--- src/rtl/seven_seg_pkg.sv ---
// seven_seg_pkg: FSM states, digit count, segment patterns and pin-polarity helpers
package seven_seg_pkg;
  localparam int NUM_DIGITS = 4;
  typedef enum logic [1:0] {IDLE, SETTLE, CAPTURE, HOLD} state_t;
  localparam logic [6:0] SEG_TABLE [16] = '{
    7'h3F, 7'h06, 7'h5B, 7'h4F, 7'h66, 7'h6D, 7'h7D, 7'h07,
    7'h7F, 7'h6F, 7'h77, 7'h7C, 7'h39, 7'h5E, 7'h79, 7'h71
  };
  function automatic logic [7:0] norm_seg(input logic [7:0] v, input bit active_low);
    return active_low ? ~v : v;
  endfunction
  function automatic logic [NUM_DIGITS-1:0] norm_dig(input logic [NUM_DIGITS-1:0] v, input bit active_low);
    return active_low ? ~v : v;
  endfunction
endpackage

--- src/rtl/seven_seg_pattern_decode.sv ---
// seven_seg_pattern_decode: gfedcba segment pattern -> hex nibble plus recognised flag
module seven_seg_pattern_decode
  import seven_seg_pkg::*;
(
  input  logic [6:0] pat,
  output logic       recognised,
  output logic [3:0] nibble
);
  // look the pattern up in the table; unknown patterns (incl. blank) give nibble 0
  always_comb begin
    recognised = 1'b0;
    nibble = 4'h0;
    for (int i = 0; i < 16; i++)
      if (pat == SEG_TABLE[i]) begin
        recognised = 1'b1;
        nibble = 4'(i);
      end
  end
endmodule

--- src/rtl/seven_seg_scan_decoder.sv ---
// seven_seg_scan_decoder: samples a scanned 4-digit display and rebuilds the frame; SEVEN_SEG_DEC_GLITCH_CNT_EN adds glitch_cnt
module seven_seg_scan_decoder
  import seven_seg_pkg::*;
#(
  parameter int SETTLE_CYCLES    = 4,
  parameter int TIMEOUT_CYCLES   = 65535,
  parameter bit SEG_ACTIVE_LOW   = 1'b1,
  parameter bit DIGIT_ACTIVE_LOW = 1'b0
) (
  input  logic        clk,
  input  logic        rst_n,
  input  logic [7:0]  y,
  input  logic        digit1,
  input  logic        digit2,
  input  logic        digit3,
  input  logic        digit4,
  output logic [15:0] value,
  output logic [3:0]  dp,
  output logic        valid,
  output logic        digit_err,
`ifdef SEVEN_SEG_DEC_GLITCH_CNT_EN
  output logic [7:0]  glitch_cnt,
`endif
  output logic        stale
);
  localparam int SW = SETTLE_CYCLES > 1 ? $clog2(SETTLE_CYCLES) : 1;
  localparam int TW = $clog2(TIMEOUT_CYCLES + 1);
  logic [11:0] s1, s2;
  logic [7:0] seg, seg_ref;
  logic [NUM_DIGITS-1:0] dig, seen, dp_sh;
  logic [1:0] sel_idx, idx;
  logic sel_ok, changed, restart, recognised, frame_err, pend;
  logic [3:0] nibble;
  logic [NUM_DIGITS-1:0][3:0] shadow;
  logic [SW-1:0] cnt;
  logic [TW-1:0] tcnt;
  state_t state;
  assign seg = norm_seg(s2[7:0], SEG_ACTIVE_LOW);
  assign dig = norm_dig(s2[11:8], DIGIT_ACTIVE_LOW);
  assign sel_ok = $onehot(dig);
  assign changed = !sel_ok || sel_idx != idx || seg != seg_ref;
  assign restart = state == SETTLE && changed;
  assign stale = tcnt == TW'(TIMEOUT_CYCLES);
  // bit index of the single selected digit (digit1 maps to slot 3)
  always_comb begin
    sel_idx = 2'd0;
    for (int i = 0; i < NUM_DIGITS; i++)
      if (dig[i]) sel_idx = 2'(i);
  end
  seven_seg_pattern_decode u_dec (.pat(seg_ref[6:0]), .recognised(recognised), .nibble(nibble));
  // two-flop synchroniser for the asynchronous display pins
  always_ff @(posedge clk or negedge rst_n)
    if (!rst_n) begin
      s1 <= '0;
      s2 <= '0;
    end else begin
      s1 <= {digit1, digit2, digit3, digit4, y};
      s2 <= s1;
    end
  // slot qualification FSM, shadow frame assembly and frame publication
  always_ff @(posedge clk or negedge rst_n)
    if (!rst_n) begin
      state <= IDLE;
      idx <= '0;
      cnt <= '0;
      seg_ref <= '0;
      shadow <= '0;
      dp_sh <= '0;
      seen <= '0;
      frame_err <= 1'b0;
      pend <= 1'b0;
      value <= '0;
      dp <= '0;
      valid <= 1'b0;
      digit_err <= 1'b0;
    end else begin
      valid <= pend;
      pend <= 1'b0;
      if (pend) begin
        value <= shadow;
        dp <= dp_sh;
        digit_err <= frame_err;
        seen <= '0;
        frame_err <= 1'b0;
      end
      case (state)
        IDLE:
          if (sel_ok) begin
            idx <= sel_idx;
            cnt <= '0;
            seg_ref <= seg;
            state <= SETTLE;
          end
        SETTLE:
          if (changed) begin
            idx <= sel_idx;
            cnt <= '0;
            seg_ref <= seg;
            state <= sel_ok ? SETTLE : IDLE;
          end else if (cnt == SW'(SETTLE_CYCLES - 1)) state <= CAPTURE;
          else cnt <= cnt + 1'b1;
        CAPTURE: begin
          shadow[idx] <= nibble;
          dp_sh[idx] <= seg_ref[7];
          seen <= seen | (4'b1 << idx);
          frame_err <= frame_err | !recognised;
          pend <= (seen | (4'b1 << idx)) == 4'hF;
          state <= HOLD;
        end
        default:
          if (!sel_ok) state <= IDLE;
          else if (sel_idx != idx) begin
            idx <= sel_idx;
            cnt <= '0;
            seg_ref <= seg;
            state <= SETTLE;
          end
      endcase
    end
  // saturating count of cycles since the last published frame
  always_ff @(posedge clk or negedge rst_n)
    if (!rst_n) tcnt <= '0;
    else if (pend) tcnt <= '0;
    else if (!stale) tcnt <= tcnt + 1'b1;
`ifdef SEVEN_SEG_DEC_GLITCH_CNT_EN
  // saturating count of settle restarts caused by unstable inputs
  always_ff @(posedge clk or negedge rst_n)
    if (!rst_n) glitch_cnt <= '0;
    else if (restart && glitch_cnt != 8'hFF) glitch_cnt <= glitch_cnt + 1'b1;
`endif
endmodule

--- config.mk ---
export PLATFORM = sky130hd
export DESIGN_NAME = seven_seg_scan_decoder
export DESIGN_NICKNAME = d
export VERILOG_FILES = /design/src/rtl/seven_seg_pkg.sv /design/src/rtl/seven_seg_pattern_decode.sv /design/src/rtl/seven_seg_scan_decoder.sv
export SDC_FILE = /design/constraint.sdc
export NUM_CORES = 1
export LEC_CHECK = 0
export CORE_ASPECT_RATIO = 0.5
export CORE_MARGIN = 4
export CORE_UTILIZATION = 35
export DETAILED_ROUTE_END_ITERATION = 8
export PLACE_DENSITY = 0.6
export SLEW_MARGIN = 20
export SYNTH_ARGS = -nofsm -noshare
export SYNTH_HDL_FRONTEND = slang
export SYNTH_HIERARCHICAL = 1
export SYNTH_SLANG_ARGS = --single-unit
--- constraint.sdc ---
create_clock -name clk -period 4.5 [get_ports clk]
set_input_delay 0.675 -clock clk [delete_from_list [all_inputs] [get_ports clk]]
set_output_delay 0.675 -clock clk [all_outputs]
set_load 0.02 [all_outputs]
==> results of run 1 <==
==> worst reg2reg max path, delay by kind of cell, from the launching register on <==
family / cells / cell delay [ns]
buffers and inverters: 2 / 0.14
AO/OA/AOI/OAI: 2 / 0.48
multiplexers: 1 / 0.33
flip-flops: 1 / 0.42
adder cells (fa/ha/maj): 3 / 0.93
AND/OR/NAND/NOR: 2 / 0.67
==> logic make-up after synthesis <==
group,Yosys count
mux,50
simple gates,95
fa+ha+maj,9
xor+xnor,19
buf+inv,44
compound gates,64
flops,102
==> sequential cells by signal, indices dropped and copies added (netlist names), 4 cells and up <==
name and cells:
seg_ref 8, s1 12, seen 4, shadow 16, tcnt 16, dp_sh 4, s2 12, value 16
dp 4
==> metal layers <==
| metal | vias to the layer above | routed length [um] | GRT usage [%] |
|---|---|---|---|
| li1 | 1422 | - | - |
| met2 | 42 | 3890 | 19.7 |
| met5 | - | 0 | 0 |
| met4 | 0 | 93 | 4.28 |
| met3 | 7 | 226 | 3.58 |
| met1 | 1448 | 4110 | 16.0 |
==> power groups by stage <==
stage / Combinational, mW / Clock [mW] / Sequential (mW)
5_1_grt: 0.536 / 0.785 / 1.15
2_1_floorplan: 0.484 / 0 / 1.05
6_report: 0.471 / 0.719 / 1.13
4_1_cts: 0.475 / 0.746 / 1.13
3_3_place_gp: 0.467 / 0 / 1.15
3_5_place_dp: 0.472 / 0 / 1.15
==> worst paths after layout <==
path,startpoint,to,slack (ns),cells after the start
max,tcnt[0]$_DFFE_PN0P_,stale,1.24,5
min,s1[2]$_DFF_PN0_,s2[2]$_DFF_PN0_,0.35,0
max reg2reg,s2[11]$_DFF_PN0_,idx[0]$_DFFE_PN0P_,1.42,10
min reg2reg,s1[2]$_DFF_PN0_,s2[2]$_DFF_PN0_,0.35,0
max in group asynchronous,rst_n,s2[5]$_DFF_PN0_,3.10,2
min in group asynchronous,rst_n,dp[2]$_DFFE_PN0P_,0.44,1
==> cell type report <==
class | count | area [um2] | share of cell area (%)
tap | 170 | 213 | 3.98
clock buffer | 11 | 243 | 4.55
sequential | 102 | 2550 | 47.8
multi-input combinational | 237 | 1830 | 34.2
timing repair buffer | 38 | 373 | 6.99
clock inverter | 5 | 33.8 | 0.633
inverter | 26 | 97.6 | 1.83
==> cell usage in the layout (no fill, tap or decap), drive strengths merged, types with 3 or more instances in the layout <==
master         Yosys  layout
dfrtp            102     102
mux2              39      39
clkdlybuf4s50      0      35
inv               26      27
nor2              21      21
nand2             19      19
a21oi             15      15
o21ai             15      15
xor2              12      12
mux2i             11      11
clkbuf             8      11
nor3              10      10
nand3              9       9
ha                 8       8
xnor2              7       7
nand4              6       6
a211oi             4       4
nand3b             4       4
a31oi              4       4
and4               3       3
nand2b             3       3
a21o               3       3
or3                3       3
buf               10       3
a21boi             3       3
nor4b              3       3
==> qor_table.md, run 1 <==
| Metric | This run | Unit |
|:---|:---|:---|
| Initial standard-cell utilization of the core | 36.1 | % |
| Number of DRC markers in iteration 0 | 113 | - |
| Number of diodes added for antenna fixing | 0 | - |
| Portion of synthesized cell area occupied by the leading cell type | 55.6 | % |
| CTS buffer count | 9 | - |
| Share of the yosys chip area belonging to registers | 55.6 | % |
| Layout cells sized above 1 | 15.0 | % |
| Via count of the first global-routing pass | 2,939 | - |
| Placement Setup Slack | 1.42 | ns |
| Clk_lat worst skew | 0.34 | ns |
| Required time at the worst-slack endpoint | 3.83 | ns |
| Warnings, synthesis | 6 | - |
| Achievable clock frequency | 307 | MHz |
| Clock network fraction of total power | 31.0 | % |
| Hold Path Class | reg2reg | - |
| Number of rows created at floorplan | 29 | - |
| Synth Area in Adders | 2.62 | % |
| Result of the run | complete, no violations | - |
| Flip-flop and latch count after synthesis | 102 | - |
| End-of-flow core utilization | 41.9 | % |
| Most instantiated library cell after synthesis | sky130_fd_sc_hd__dfrtp_1 | - |
| Ports | 37 | - |
| Quantity of gates resized following cts | 0 | - |
| TNS Setup | 0 | ns |
| Share of total power in sequential cells | 48.7 | % |
| Non-filler instance count after layout | 589 | - |
| Proportion of register bits with asynchronous set or reset after synthesis | 100 | % |
| Vias per cell | 4.96 | - |
| Minimum clock period after layout | 3.26 | ns |
| Max Clock Skew | 0.00454 | ns |
| Initial antenna violation count | 0 | - |
| Top cells by count, synth | sky130_fd_sc_hd__dfrtp_1, sky130_fd_sc_hd__mux2_2, sky130_fd_sc_hd__inv_1 | - |
| Dominant combinational cell family by area after synthesis | multiplexers | - |
| PortBufs | 36 | - |
| Number of instances in the synthesized netlist | 383 | - |
| Least setup slack across all paths after layout | 1.24 | ns |
| Leak | 2.43 | nW |
| Kind of start point of the critical path | flip-flop | - |
| Number of clock sinks | 102 | - |
| CTS Root Cell | sky130_fd_sc_hd__clkbuf_16 | - |
| Area of the die | 15,100 | um2 |
| Wirelength, routed | 8320 | um |
| Pin count of the biggest net entering global routing | 73 | - |
| Final setup viols | 0 | - |
| Synthesized-area fraction occupied by ao, oa, aoi and oai cells | 9.86 | % |
| Number of levels in the clock H-tree | 3 | - |
| GPL Wtd Cong | 0.810 | - |
| Switching share of power | 31.8 | % |
| Syn nets | 406 | - |
| Critical path type | reg2out | - |
| Total GRT Usage | 12.2 | % |
| Iteration count of the initial detailed-routing pass | 5 | - |
| Final antenna-violating net count | 0 | - |
| Final Hold Slack | 0.348 | ns |
| Final slew viol count | 0 | - |
| Overall power | 2.32 | mW |
| Routed vias | 2,919 | - |
| Slowest stage delay, CP | 0.67 | ns |
| Post-Place Cell Area | 5060 | um2 |
| Internal power | 1.58 | mW |
| Power dissipated by switching net loads | 736 | uW |
| Count of final hold-check violations | 0 | - |
| Grt total ovfl | 0 | - |
| Max-cap viol count | 0 | - |
| Clock slew at the register clock pins of the worst setup and hold paths | 0.07 | ns |
| Netlist cell types | 63 | - |
| Cells taking the most area after synthesis | sky130_fd_sc_hd__dfrtp_1, sky130_fd_sc_hd__mux2_2, sky130_fd_sc_hd__mux2i_1, sky130_fd_sc_hd__xor2_1, sky130_fd_sc_hd__ha_1 | - |
| Fraction of power consumed by combinational cells | 20.3 | % |
| Average cell area after synthesis | 12.0 | um2 |
| Xor/xnor share of the synthesized area | 3.62 | % |
| Peak fanout along the critical path | 9 | - |
| Height of the die | 89.0 | um |
| CP Cell Sequence | ha_1 > nand4_1 > or2_2 > nor2_1 > clkdlybuf4s50_1 | - |
| Power per cell area | 434 | nW/um2 |
| Post-CTS repair timing setup buffer count | 0 | - |
| Total non-filler cell area in the finished layout | 5340 | um2 |
| Final worst-path cycle share | 72.3 | % |
| Global-route wire length before repair | 14,600 | um |
| Endpoint type of the worst setup path | output port | - |
| Most used flip-flop cell after synthesis | sky130_fd_sc_hd__dfrtp_1 | - |
| Cells after DPL | 573 | - |
| Final-stage net count | 437 | - |
| Setup repair after global routing missed its margin | no | - |
| Cell area after synthesis | 4590 | um2 |
| Bufs and invs on worst path | 1 | - |
| Worst slew pin tran | 0.894 | ns |
| Total DRC errors in the routed layout | 0 | - |
| Half-perimeter wire length after placement | 5720 | um |
| Clock tree from TritonCTS | yes | - |
| Slew HR | 40.4 | % |
| Maximum number of buffers from clock root to sink | 2 | - |
| Core Box Area | 12,700 | um2 |
| Worst voltage drop across the vdd grid | 193 | uV |
| Simple-gate area share of the yosys netlist | 11.7 | % |
| Post-synth top area cell | sky130_fd_sc_hd__dfrtp_1 | - |
| Fill cell count | 1,173 | - |
| Number of hold buffers added after CTS | 0 | - |
| Post-synth EDFFs | 0 | - |
| Die boundary width | 170 | um |
| Area growth, synth to finish | 16.2 | % |
| CP delay by family, top | simple AND/OR/NAND/NOR gates | - |
| Slowest cell on the critical path | sky130_fd_sc_hd__clkdlybuf4s50_1 | - |
| Post-synthesis mux area share | 12.0 | % |
| Wire length per cell after detailed routing | 14.1 | um |
| Data arrival, critical path | 2.58 | ns |
Note: power is estimated with default switching activity, not from simulation.
==> inputs of run 2 (changes only) <==
==> constraint.sdc (replaced) <==
create_clock -name clk -period 3.4 [get_ports clk]
set_input_delay 0.51 -clock clk [delete_from_list [all_inputs] [get_ports clk]]
set_output_delay 0.51 -clock clk [all_outputs]
set_load 0.02 [all_outputs]
==> run 2 against run 1 <==
Clock skew up 0.00098 ns. Non-clock buffer count grew 2. Critical path type unchanged. Setup slack got worse by 0.92 ns. Sequential share of layout area decreased by 0.57 points. Cell count increased by 0.34%.
==> qor_table.md, run 2 (synthesized netlist as in run 1, its figures left out) <==
| Metric | This run | Unit |
|:---|:---|:---|
| Quantity of gates resized following cts | 0 | - |
| Critical path type | reg2out | - |
| Multi-input logic area | 1830 | um2 |
| Slew HR | 50.5 | % |
| Worst voltage drop across the vdd grid | 260 | uV |
| Final Hold Slack | 0.174 | ns |
| Routed vias | 2,963 | - |
| Area of the die | 15,100 | um2 |
| Number of hold buffers added after CTS | 0 | - |
| Data arrival, critical path | 2.57 | ns |
| Vias per cell | 5.01 | - |
| Peak fanout along the critical path | 9 | - |
| TNS Setup | 0 | ns |
| Max-cap viol count | 0 | - |
| Achievable clock frequency | 325 | MHz |
| Ports | 37 | - |
| Initial standard-cell utilization of the core | 36.1 | % |
| Final worst-path cycle share | 90.6 | % |
| Most frequent cells in the layout | sky130_fd_sc_hd__dfrtp_1, sky130_fd_sc_hd__mux2_2, sky130_fd_sc_hd__clkdlybuf4s50_1, sky130_fd_sc_hd__inv_1, sky130_fd_sc_hd__nor2_1 | - |
| Clock tree from TritonCTS | yes | - |
| Power per cell area | 597 | nW/um2 |
| Clock slew at the register clock pins of the worst setup and hold paths | 0.07 | ns |
| Height of the die | 89.0 | um |
| Global-route wire length before repair | 14,500 | um |
| Via count of the first global-routing pass | 2,956 | - |
| Post-CTS repair timing setup buffer count | 0 | - |
| Number of diodes added for antenna fixing | 0 | - |
| Worst slew pin tran | 0.743 | ns |
| Grt total ovfl | 0 | - |
| Max Clock Skew | 0.00552 | ns |
| CTS buffer count | 9 | - |
| Clk_lat worst skew | 0.34 | ns |
| CTS Root Cell | sky130_fd_sc_hd__clkbuf_16 | - |
| Result of the run | complete, no violations | - |
| Leak | 2.46 | nW |
| Iteration count of the initial detailed-routing pass | 4 | - |
| PortBufs | 36 | - |
| Number of rows created at floorplan | 29 | - |
| Half-perimeter wire length after placement | 5590 | um |
| Required time at the worst-slack endpoint | 2.89 | ns |
| Pin count of the biggest net entering global routing | 85 | - |
| Core Box Area | 12,700 | um2 |
| Most frequent standard cell in the layout excluding fill and tap cells | sky130_fd_sc_hd__dfrtp_1 | - |
| Number of DRC markers in iteration 0 | 93 | - |
| Total DRC errors in the routed layout | 0 | - |
| Final setup viols | 0 | - |
| GPL Wtd Cong | 0.814 | - |
| Endpoint type of the worst setup path | output port | - |
| Number of levels in the clock H-tree | 3 | - |
| Setup repair after global routing missed its margin | no | - |
| Total area of sequential cells | 2550 | um2 |
| Fill cell count | 1,195 | - |
| Count of final hold-check violations | 0 | - |
| Wirelength, routed | 8150 | um |
| Initial antenna violation count | 0 | - |
| Wire length per cell after detailed routing | 13.8 | um |
| Layout cells sized above 1 | 15.7 | % |
| Minimum clock period after layout | 3.08 | ns |
| Final antenna-violating net count | 0 | - |
| Final slew viol count | 0 | - |
| Total GRT Usage | 11.9 | % |
| Registers with the most flip-flops | shadow (16), tcnt (16), value (16) | - |
| Area growth, synth to finish | 17.7 | % |
| Maximum number of buffers from clock root to sink | 2 | - |
| Kind of start point of the critical path | flip-flop | - |
| Number of clock sinks | 102 | - |
| Hold Path Class | in2async | - |
| Die boundary width | 170 | um |
| Final-stage net count | 439 | - |
==> run 2: cell count changes in the layout (fill, tap and decap cells not counted), sizes merged <==
cell | before | now
bufinv | 0 | 2
clkinvlp | 2 | 1
buf | 3 | 5
clkinv | 2 | 1
==> run 2: cell type report <==
class | count | area share (%)
flip-flops and latches | 102 | 47.2
repair buffers | 40 | 7.25
clock inverters | 5 | 1.50
well taps | 170 | 3.94
clock buffers | 11 | 4.49
multi-input cells | 237 | 33.8
inverters | 26 | 1.81
==> run 2: path summary, 6_finish.rpt <==
kind | end | startpoint | slack, ns | depth (start not counted)
worst max-delay path | stale | tcnt[0]$_DFFE_PN0P_ | 0.32 | 5
worst min-delay path | valid$_DFF_PN0_ | rst_n | 0.17 | 1
worst max register to register | idx[0]$_DFFE_PN0P_ | s2[11]$_DFF_PN0_ | 0.32 | 10
worst min register to register | s2[4]$_DFF_PN0_ | s1[4]$_DFF_PN0_ | 0.35 | 0
max in group asynchronous | s2[1]$_DFF_PN0_ | rst_n | 2.53 | 2
min in group clk | s2[4]$_DFF_PN0_ | s1[4]$_DFF_PN0_ | 0.35 | 0
==> run 2: metrics by stage <==
step / instances / setup WS [ns] / cell area, um2 / total power [mW] / utilization, %
floorplan: 383 / 0.487 / 4590 / 2.03 / -
global placement: 575 / 0.377 / 5080 / 2.13 / 39.9
detailed placement: 575 / 0.325 / 5080 / 2.14 / 39.9
CTS: 591 / 0.273 / 5400 / 3.26 / 42.4
global route: 591 / 0.122 / 5410 / 3.41 / 42.4
finish: 591 / 0.321 / 5410 / 3.22 / 42.4
==> run 2: where the power goes <==
group,switching [mW],internal (mW),total [mW]
clock network,0.438,0.667,1.10
logic,0.335,0.286,0.621
registers,0.206,1.29,1.50
total,0.979,2.25,3.22
==> run 2: metal layers <==
layer / up-vias / GRT usage [%] / wire length, um / share of wire, %
met2: 43 / 18.6 / 3730 / 46
met4: 0 / 5.22 / 170 / 2.1
li1: 1423 / - / - / -
met5: - / 0 / 0 / 0
met1: 1482 / 15.9 / 3980 / 49
met3: 15 / 3.27 / 275 / 3.4
==> run 2: worst max-delay path, stage by stage, from the launching register on <==
cell,delay (ns)
sky130_fd_sc_hd__dfrtp_1,0.38
sky130_fd_sc_hd__ha_1,0.36
sky130_fd_sc_hd__nand4_1,0.17
sky130_fd_sc_hd__or2_2,0.36
sky130_fd_sc_hd__nor2_1,0.28
sky130_fd_sc_hd__clkdlybuf4s50_1,0.67
==> inputs of run 3 (changes only) <==
--- a/config.mk
+++ b/config.mk
@@ -8,6 +8,7 @@
 export CORE_ASPECT_RATIO = 0.5
 export CORE_MARGIN = 4
 export CORE_UTILIZATION = 35
+export CTS_CLUSTER_SIZE = 14
 export DETAILED_ROUTE_END_ITERATION = 8
 export PLACE_DENSITY = 0.6
 export SLEW_MARGIN = 20
==> results of run 3 <==
No change in the layout: final DEF, timing and power equal those of run 2.
